<file path="config.mk">
export PLATFORM = sky130hd
export DESIGN_NAME = ld_st_queue
export DESIGN_NICKNAME = d
export VERILOG_FILES = /design/src/rtl/ld_st_queue.sv
export SDC_FILE = /design/constraint.sdc
export NUM_CORES = 1
export LEC_CHECK = 0
export CORE_ASPECT_RATIO = 1.5
export CORE_UTILIZATION = 30
export DETAILED_ROUTE_END_ITERATION = 10
export PLACE_DENSITY = 0.54
export RECOVER_POWER = 50
export SLEW_MARGIN = 25
export SYNTH_ARGS = -nofsm -noshare
export SYNTH_HDL_FRONTEND = slang
export SYNTH_SLANG_ARGS = --single-unit
</file>
<file path="constraint.sdc">
create_clock -name clk -period 3.54 [get_ports clk]
set_input_delay 0.531 -clock clk [delete_from_list [all_inputs] [get_ports clk]]
set_output_delay 0.531 -clock clk [all_outputs]
set_load 0.01 [all_outputs]
</file>
<file path="src/rtl/ld_st_queue.sv">
`default_nettype none
// ============================================================================
// Module      : ld_st_queue
// Description : In-order load/store queue between a core and a tagged,
//               out-of-order memory. Requests are issued to memory in the
//               cycle they are accepted, tagged with their queue slot.
//               Load responses may come back in any order and are returned
//               to the core strictly in acceptance order.
//
// Ports       : clk, reset                  - clock, sync active-high reset
//               core_valid_in/rw/addr/data  - core request (rw: 1=store)
//               core_stall_out              - request not accepted this cycle
//               core_valid_out/data_out     - in-order load data to the core
//               mem_valid_out/rw/addr/data  - request issued to memory
//               mem_id_out                  - tag (queue slot) of issued request
//               mem_stall_in                - memory refuses new requests
//               mem_ready_in/id_in/data_in  - tagged load response
//               err_out                     - sticky: response hit a non-pending slot
//               perf_stall_cycles           - (LD_ST_QUEUE_PERF_EN) saturating
//               perf_loads_done             - (LD_ST_QUEUE_PERF_EN) wrapping
//
// Options     : define LD_ST_QUEUE_PERF_EN to add the two performance counters.
// Revision    : 1.0 - initial release
// ============================================================================
module ld_st_queue #(
    parameter int ADDR_WIDTH = 32,
    parameter int DATA_WIDTH = 32,
    parameter int ID_BITS    = 4
) (
    input  logic                  clk,
    input  logic                  reset,
    input  logic                  core_valid_in,
    input  logic                  core_rw_in,
    input  logic [ADDR_WIDTH-1:0] core_addr_in,
    input  logic [DATA_WIDTH-1:0] core_data_in,
    output logic                  core_stall_out,
    output logic                  core_valid_out,
    output logic [DATA_WIDTH-1:0] core_data_out,
    output logic                  mem_valid_out,
    output logic                  mem_rw_out,
    output logic [ADDR_WIDTH-1:0] mem_addr_out,
    output logic [DATA_WIDTH-1:0] mem_data_out,
    output logic [ID_BITS-1:0]    mem_id_out,
    input  logic                  mem_stall_in,
    input  logic                  mem_ready_in,
    input  logic [ID_BITS-1:0]    mem_id_in,
    input  logic [DATA_WIDTH-1:0] mem_data_in,
`ifdef LD_ST_QUEUE_PERF_EN
    output logic [31:0]           perf_stall_cycles,
    output logic [31:0]           perf_loads_done,
`endif
    output logic                  err_out
);

    localparam int                c_depth      = 2 ** ID_BITS;
    localparam logic [ID_BITS:0]  c_full       = (ID_BITS + 1)'(c_depth);

    localparam logic [1:0]        c_st_free    = 2'd0;
    localparam logic [1:0]        c_st_pending = 2'd1;
    localparam logic [1:0]        c_st_done    = 2'd2;

    logic [ID_BITS-1:0]    r_head;
    logic [ID_BITS-1:0]    r_tail;
    logic [ID_BITS:0]      r_count;
    logic [1:0]            r_state      [c_depth];
    logic                  r_rw         [c_depth];
    logic [DATA_WIDTH-1:0] r_entry_data [c_depth];
    logic                  r_core_valid;
    logic [DATA_WIDTH-1:0] r_core_data;
    logic                  r_err;

    logic                  w_accept;
    logic                  w_resp_hit;
    logic                  w_retire;
    logic                  w_retire_load;

    // Stall looks only at the registered count: a slot freed by a retirement
    // on the coming edge cannot be reused in the same cycle.
    assign core_stall_out = (r_count == c_full) | mem_stall_in;
    assign w_accept       = core_valid_in & ~core_stall_out;

    assign mem_valid_out  = w_accept;
    assign mem_rw_out     = core_rw_in;
    assign mem_addr_out   = core_addr_in;
    assign mem_data_out   = core_data_in;
    assign mem_id_out     = r_tail;

    assign w_resp_hit     = mem_ready_in & (r_state[mem_id_in] == c_st_pending);
    assign w_retire       = (r_state[r_head] == c_st_done);
    assign w_retire_load  = w_retire & ~r_rw[r_head];

    assign core_valid_out = r_core_valid;
    assign core_data_out  = r_core_data;
    assign err_out        = r_err;

    // Control state. The accept slot (tail, FREE), the response slot
    // (PENDING) and the retire slot (head, DONE) are always distinct, so
    // the three updates below never collide on the same entry.
    always_ff @(posedge clk) begin
        if (reset) begin
            r_head       <= '0;
            r_tail       <= '0;
            r_count      <= '0;
            r_core_valid <= 1'b0;
            r_core_data  <= '0;
            r_err        <= 1'b0;
            for (int i = 0; i < c_depth; i++) begin
                r_state[i] <= c_st_free;
            end
        end else begin
            if (w_accept) begin
                // Stores need no response, so they are complete on entry.
                r_state[r_tail] <= core_rw_in ? c_st_done : c_st_pending;
                r_tail          <= r_tail + 1'b1;
            end

            if (w_resp_hit) begin
                r_state[mem_id_in] <= c_st_done;
            end else if (mem_ready_in) begin
                r_err <= 1'b1;
            end

            if (w_retire) begin
                r_state[r_head] <= c_st_free;
                r_head          <= r_head + 1'b1;
            end
            r_core_valid <= w_retire_load;
            if (w_retire_load) begin
                r_core_data <= r_entry_data[r_head];
            end

            case ({w_accept, w_retire})
                2'b10:   r_count <= r_count + 1'b1;
                2'b01:   r_count <= r_count - 1'b1;
                default: r_count <= r_count;
            endcase
        end
    end

    // Payload storage carries no reset; it is only read after being written.
    always_ff @(posedge clk) begin
        if (w_accept) begin
            r_rw[r_tail]         <= core_rw_in;
            r_entry_data[r_tail] <= core_data_in;
        end
        if (w_resp_hit) begin
            r_entry_data[mem_id_in] <= mem_data_in;
        end
    end

`ifdef LD_ST_QUEUE_PERF_EN
    logic [31:0] r_perf_stall;
    logic [31:0] r_perf_loads;

    always_ff @(posedge clk) begin
        if (reset) begin
            r_perf_stall <= '0;
            r_perf_loads <= '0;
        end else begin
            if (core_valid_in & core_stall_out & (r_perf_stall != '1)) begin
                r_perf_stall <= r_perf_stall + 1'b1;
            end
            if (w_retire_load) begin
                r_perf_loads <= r_perf_loads + 1'b1;
            end
        end
    end

    assign perf_stall_cycles = r_perf_stall;
    assign perf_loads_done   = r_perf_loads;
`endif

endmodule
`default_nettype wire

</file>
After elaboration in Yosys (flattened, before gate mapping)

Memories as Yosys holds them, arrays and structs flattened. A register that Yosys moved wholly into a read port is not among the register bits.
Cells that the tools add are included.
W data, S select, Z words.

Flip-flop bits (word level): 15
RAM bits: 560
Bits of input ports: 106
Output and inout port bits: 105
Logic and storage cells: 57
Memories kept: 3

Add/subtract/negate cells: 4
Eq/ne operators: 5
Multiplexer cells: 28
Bitwise operators: 7
Reductions and logical operators: 5

Memories:

| memory       | depth | width | read ports | clocked after Yosys merged registers in | wr ports | RTL line | source |
|---|---|---|---|---|---|---|---|
| r_entry_data | 16    | 32    | 1          | 1                                       | 2        | 67       | `logic [DATA_WIDTH-1:0] r_entry_data [c_depth];` |
| r_state      | 16    | 2     | 2          | 1                                       | 16       | 65       | `logic [1:0] r_state [c_depth];` |
| r_rw         | 16    | 1     | 1          | 1                                       | 1        | 66       | `logic r_rw [c_depth];` |

Operators by type and width:

| kind                  | number |
|---|---|
| $mux W4               | 7 |
| $mux W1               | 16 |
| $pmux W5 S2           | 1 |
| $add A4 B1 Y4 const B | 2 |
| $mux W2               | 4 |
| $reduce_or A2 Y1      | 3 |
| $add A5 B1 Y5 const B | 1 |
| $eq A5 B5 Y1 const B  | 1 |
| $sub A5 B1 Y5 const B | 1 |
| $eq A2 B1 Y1 const B  | 2 |
| $eq A2 B2 Y1 const B  | 2 |
| $and A1 B1 Y1         | 3 |
| $not A1 Y1            | 3 |
| $reduce_and A2 Y1     | 1 |
| $reduce_bool A2 Y1    | 1 |
| $or A1 B1 Y1          | 1 |

Depth between registers and ports, before layout

Gate-level depths: netlist of the first run.

Depth after elaboration: 9
Gate-level depth with buffers: 16
Gate-level depth less buffers: 12

Least setup slack after synthesis of the first run

Ideal clock, no wire load.

Path kind: flip-flop to flip-flop
Start: register (tool-made name)
End: register r_count[4]
Arrival: 3765 ps
Setup slack: -346 ps
Cell stages (with the launch flop): 17
Path buffers: 4
Clock period less this slack: 3886 ps
Cells stage by stage: dfxtp_1 -> buf_2 -> buf_1 -> or3b_2 -> a21oi_1 -> o22ai_1 -> nor2_1 -> buf_2 -> ha_1 -> clkbuf_1 -> xor2_1 -> ha_1 -> o21a_1 -> o22a_1 -> a21oi_1 -> mux2i_1 -> mux2_2

RTL lines:

| what                 | RTL line | source |
|---|---|---|
| end signal, assigned | 133      | `2'b10: r_count <= r_count + 1'b1;` |
| end signal, assigned | 134      | `2'b01: r_count <= r_count - 1'b1;` |
| end signal, assigned | 135      | `default: r_count <= r_count;` |
| end, declared        | 64       | `logic [ID_BITS:0] r_count;` |

==> flow_metrics.py, run 1 <==
metrics = {
    "outcome": {
        "outcome": "finished clean",
    },
    "detailed_routing": {
        "post-route-drc-count": 0,
        "viasPerCell": 5.25,
        "first_iter_violations": 1426,
        "final_antenna_net_count": 0,
        "via_count": 18500,
        "post_drt_wl_per_cell_um": 27.0,
        "finalWirelength_mm": 95.0,
        "drt-pass1-iter-count": 5,
    },
    "sta": {
        "setup_viol": 0,
        "finClkSkew_ps": 26.2,
        "holdWs_ps": 454,
        "period_needed_ps": 3420,
        "slew_viol_final": 0,
        "relSlewSlack": 0.250,
        "max_slew.worst_pin.slew_ps": 1130,
        "max_freq_mhz": 292,
        "setup_tns_ps": 0,
        "rsz0062_at_grt": "false",
        "hold_viol_final": 0,
        "fin_crit_sh": 0.966,
    },
    "clocking": {
        "cts_inserted_buffers": 60,
        "cts_tree": "built",
        "holdBufCountCts": 0,
        "root_buffer": "clkbuf_16",
        "htreeDepth": 2,
        "cts.clk_slew.worst_paths_ps": 60,
        "clock_latency_ps": 660,
        "clkSinkCount": 611,
        "clockBufferDepth": 3,
    },
    "final_layout": {
        "drive_above_1_share": 0.443,
        "final_common_cell": "edfxtp_1",
        "finalNetCount": 2204,
        "fillerInstances": 9864,
        "antenna_cells": 0,
        "mostFrequentLayoutCells": "528 x edfxtp_1, 521 x mux2_2, 139 x mux4_2",
        "area_growth_pct": 17.9,
    },
    "setup_path": {
        "cp-endpoint": "r_entry_data[1][22]$_DFFE_PP_",
        "rr_worst_depth": 12,
        "crit_path_end_kind": "flip-flop",
        "path_class": "in2reg",
        "arrival_ps": 3810,
        "start_kind": "input pin",
        "rrSetupSlack_ps": 200,
        "reg2reg_to": "r_count[4]$_SDFFE_PP0P_",
        "critPathRequiredTime_ps": 3930,
        "startpoint": "mem_id_in[0]",
        "crit_fanout": 15,
    },
    "floorplanning": {
        "rows": 144,
        "dieArea_um2": 106000,
        "start_util": 0.303,
        "dieWidth_um": 266,
        "core-area_um2": 103000,
        "dieHeight_um": 397,
        "ios": 211,
    },
    "global_routing": {
        "grt_usage": 0.179,
        "antenna_found_initial": 1,
        "grt_max_degree": 62,
        "grt_pass1_wl_mm": 138,
        "overflow": 0,
        "grt_pass1_vias": 19700,
    },
    "logic_synthesis": {
        "ys_seq_elements": 611,
        "synth_fp_nets": 2115,
        "synthArstFlopShare": 0,
        "synth_top_area_share": 0.507,
        "ys_seq_area_frac": 0.560,
        "yosysWarnings": 0,
        "synth_mux_area_frac": 0.305,
        "synthCells": 1997,
        "synth_top_family_by_area": "multiplexers",
        "yosys.area_share.simple": 0.0352,
        "synth_xor_area_frac": 0.00140,
        "synthTopCellsByArea": "edfxtp_1 51%, mux2_2 19%, mux4_2 10%",
        "synth_flop_cell": "edfxtp_1",
        "syn_area_um2": 31300,
        "synth_cell_types": 68,
        "synth.avg_cell_area_um2": 15.7,
        "synth_edf_count": 528,
        "synth.largest_area_cell": "edfxtp_1",
        "synth_compound_area_frac": 0.0484,
        "synthAdderAreaFrac": 0.00480,
    },
    "pwr": {
        "irDropWorstVdd_mv": 0.347,
        "power_density_nw_per_um2": 429,
        "power_leakage_uw": 0.0120,
    },
    "placed_design": {
        "gp_congestion": 0.874,
        "hpwl_mm": 60.3,
        "port_buffers": 146,
    },
    "flow_run": {
        "maxCapViolations": 0,
    },
    "hold_path": {
        "hp-class": "reg2reg",
    },
}
-- registers in the layout, summed over array words and instances (netlist names), named ones only --
register and cells:
err_out 1, r_entry_data 512, core_valid_out 1, mem_id_out 4
core_data_out 32, r_rw 16, r_state 32, r_head 4
r_count 5
-- worst max-delay path: stages --
cell	delay [ps]
clkdlybuf4s50_1	570
clkbuf_1	690
mux4_1	780
nand4bb_4	340
clkbuf_2	440
mux2_2	420
-- cell usage after synthesis, drive strengths merged, types with 5 or more instances --
cell,instances
nor2b,40
nand3b,6
mux2i,8
ha,12
or3b,7
o21ai,27
nor2,21
dfxtp,83
nand2,16
or3,5
inv,20
a21oi,64
a311oi,12
nand4b,7
mux4,140
o211ai,5
clkbuf,143
a41oi,5
a22oi,64
nand3,8
a2111oi,7
or2,10
and2,7
nand2b,6
edfxtp,528
a21boi,6
mux2,549
buf,122
-- final cells by class --
type / count / area [um2] / area share
clock buffer: 87 / 1760 / 0.0476
timing repair buffer: 292 / 3040 / 0.0824
inverter: 20 / 75.1 / 0.00204
multi-input combinational: 1101 / 12500 / 0.338
clock inverter: 25 / 250 / 0.00679
sequential: 611 / 17500 / 0.476
tap: 1387 / 1740 / 0.0471
-- per-stage QoR --
| step | util | worst slack, ps | power (uW) | cell area (um2) | instances |
|---|---|---|---|---|---|
| after global routing | 0.358 | 30.3 | 16300 | 36900 | 3523 |
| final | 0.358 | 119 | 15800 | 36900 | 3523 |
| after floorplan | - | -112 | 8890 | 31300 | 1997 |
| after CTS | 0.361 | 31.2 | 16000 | 37200 | 3523 |
| after detailed placement | 0.341 | -82.5 | 9350 | 35100 | 3411 |
| after global placement | 0.341 | -35.2 | 9320 | 35100 | 3411 |
-- repair_timing --
action	CTS	global route
gates resized for setup	2	2
endpoints found under the setup margin	2	2
buffers inserted	0	0
-- where the power goes --
part           internal, uW  switching [uW]
combinational           612             618
clock                  3780            2850
sequential             7890            49.1
total                 12300            3520
-- cells by family (layout without fill, tap and decap cells) --
group	after synthesis	after routing
buf+inv	285	424
xor+xnor	5	5
fa+ha+maj	12	12
compound gates	224	224
flops	611	611
mux	697	697
simple gates	163	163
-- layer usage --
layer	GRT usage	up-vias	share of wire
li1	-	8017	-
met1	0.216	9802	0.40
met2	0.329	528	0.53
met3	0.0229	138	0.040
met4	0.0552	2	0.027
met5	0	-	0.00014
-- how the worst min path moves through the flow --
stage	from	end	slack, ps	cells past startpoint
global placement	err_out$_SDFFE_PP0P_	err_out$_SDFFE_PP0P_	460	2
global route	err_out$_SDFFE_PP0P_	err_out$_SDFFE_PP0P_	480	2
detailed placement	err_out$_SDFFE_PP0P_	err_out$_SDFFE_PP0P_	460	2
floorplan	r_state[9][1]$_SDFFE_PP0P_	r_state[9][1]$_SDFFE_PP0P_	460	2
finish	err_out$_SDFFE_PP0P_	err_out$_SDFFE_PP0P_	450	2
CTS	err_out$_SDFFE_PP0P_	err_out$_SDFFE_PP0P_	470	2
No activity file was read; power rests on OpenSTA's default activity.
==> run 2, diff against run 1 <==
- CAP_MARGIN: not set -> 0
- GPL_ROUTABILITY_DRIVEN: not set -> 0
- PLACE_DENSITY: 0.54 -> 0.56
==> run 2 against run 1 <==
Compared with the run above: worst setup slack got worse by 66 ps; critical path depth unchanged; utilization decreased by 0.11 points; count of clock-buffer cells in the layout decreased by 8; hold slack improved by 12 ps; register-to-register slack about the same; combinational power about the same; non-clock buffer count decreased by 2; critical path type unchanged; largest cell class unchanged.
==> flow_metrics.py, run 2 (synthesized netlist as in run 1, its figures left out) <==
metrics = {
    "outcome": {
        "outcome": "finished clean",
    },
    "sta": {
        "slew_viol_final": 0,
        "max_slew.worst_pin.slew_ps": 1410,
        "rsz0062_at_grt": "false",
        "finClkSkew_ps": 21.2,
        "hold_viol_final": 0,
        "max_freq_mhz": 287,
        "period_needed_ps": 3490,
        "setup_tns_ps": 0,
        "fin_crit_sh": 0.985,
        "setup_viol": 0,
        "relSlewSlack": 0.0571,
    },
    "setup_path": {
        "startpoint": "mem_id_in[0]",
        "rrSetupSlack_ps": 210,
        "critPathRequiredTime_ps": 3910,
        "crit_fanout": 14,
        "crit_path_end_kind": "flip-flop",
        "start_kind": "input pin",
        "path_class": "in2reg",
        "arrival_ps": 3860,
    },
    "final_layout": {
        "final_common_cell": "edfxtp_1",
        "final-instance-count-excl-fill": 3517,
        "fillerInstances": 9908,
        "largest_register_ffs": 512,
        "mostFrequentLayoutCells": "528 x edfxtp_1, 521 x mux2_2, 139 x mux4_2",
        "drive_above_1_share": 0.448,
        "finalNetCount": 2199,
        "regMostFlops": "r_entry_data",
        "area_growth_pct": 17.5,
    },
    "clocking": {
        "clockBufferDepth": 3,
        "clkSinkCount": 611,
        "root_buffer": "clkbuf_16",
        "cts_setup_buffers": 0,
        "clock_latency_ps": 640,
        "holdBufCountCts": 0,
        "cts_resized": 0,
        "cts.clk_slew.worst_paths_ps": 60,
        "cts_inserted_buffers": 57,
        "htreeDepth": 2,
        "cts_tree": "built",
    },
    "pwr": {
        "power_density_nw_per_um2": 430,
        "irDropWorstVdd_mv": 0.415,
        "power_leakage_uw": 0.0119,
    },
    "global_routing": {
        "grt_pass1_wl_mm": 139,
        "grt_pass1_vias": 19900,
        "overflow": 0,
        "grt_max_degree": 65,
        "grt_usage": 0.179,
        "antenna_found_initial": 3,
    },
    "floorplanning": {
        "dieWidth_um": 266,
        "rows": 144,
        "ios": 211,
        "dieArea_um2": 106000,
        "core-area_um2": 103000,
        "dieHeight_um": 397,
        "start_util": 0.303,
    },
    "hold_path": {
        "hold_start": "err_out$_SDFFE_PP0P_",
        "hp-class": "reg2reg",
    },
    "placed_design": {
        "hpwl_mm": 61.1,
        "dp.cells": 3409,
        "port_buffers": 146,
    },
    "flow_run": {
        "maxCapViolations": 0,
    },
    "detailed_routing": {
        "post-route-drc-count": 0,
        "final_antenna_net_count": 0,
        "post_drt_wl_per_cell_um": 27.1,
        "first_iter_violations": 1418,
        "viasPerCell": 5.29,
        "finalWirelength_mm": 95.2,
        "drt-pass1-iter-count": 5,
        "via_count": 18600,
    },
}
run 2: cell types whose count changed in the layout (fill, tap and decap cells not counted), moves of 4 or more:
cell | before | now
clkinv_1 | 9 | 5
clkbuf_1 | 37 | 30
buf_12 | 48 | 41
buf_4 | 55 | 61
clkinvlp_4 | 0 | 5
run 2: critical path, stage by stage:
cell,delay [ps]
dlygate4sd3_1,670
clkbuf_1,660
mux4_2,720
nor4_2,470
clkbuf_1,410
mux2_2,380
run 2: through the flow:
stage | hold slack, ps | power [uW] | util | area (um2) | setup slack (ps)
final | 466 | 15800 | 0.357 | 36700 | 53.3
after CTS | 491 | 16000 | 0.360 | 37100 | 84.8
after detailed placement | 480 | 9350 | 0.340 | 35100 | 26.8
after floorplan | 462 | 8890 | - | 31300 | -112
after global routing | 517 | 16300 | 0.356 | 36700 | 23.0
after global placement | 485 | 9320 | 0.340 | 35100 | 46.3
run 2: area by class of cell:
type	instances	area (um2)	area share
flip-flops and latches	611	17500	0.477
multi-input cells	1101	12500	0.339
repair buffers	290	2940	0.0800
well taps	1387	1740	0.0472
clock buffers	79	1670	0.0455
clock inverters	28	329	0.00896
inverters	20	75.1	0.00204
diodes	1	2.50	0.0000681
run 2: worst paths after layout:
kind                                  endpoint  cells after the start
hold / removal            err_out$_SDFFE_PP0P_                      2
hold reg to reg           err_out$_SDFFE_PP0P_                      2
setup reg to reg       r_count[4]$_SDFFE_PP0P_                     13
setup / recovery  r_entry_data[7][4]$_DFFE_PP_                      6
run 2: metal layers:
metal  track usage  part of all wire  vias up
li1              -                 -     8038
met1         0.216              0.40     9744
met2         0.321              0.52      622
met3        0.0231             0.046      206
met4        0.0692             0.038        6
met5             0           0.00042        -
run 2: power by group:
part           leakage, uW  internal (uW)  total (uW)  switching, uW
clock network     0.000974           3810        6620           2810
registers          0.00543           7890        7930           44.5
logic              0.00553            606        1230            626
total               0.0119          12300       15800           3480
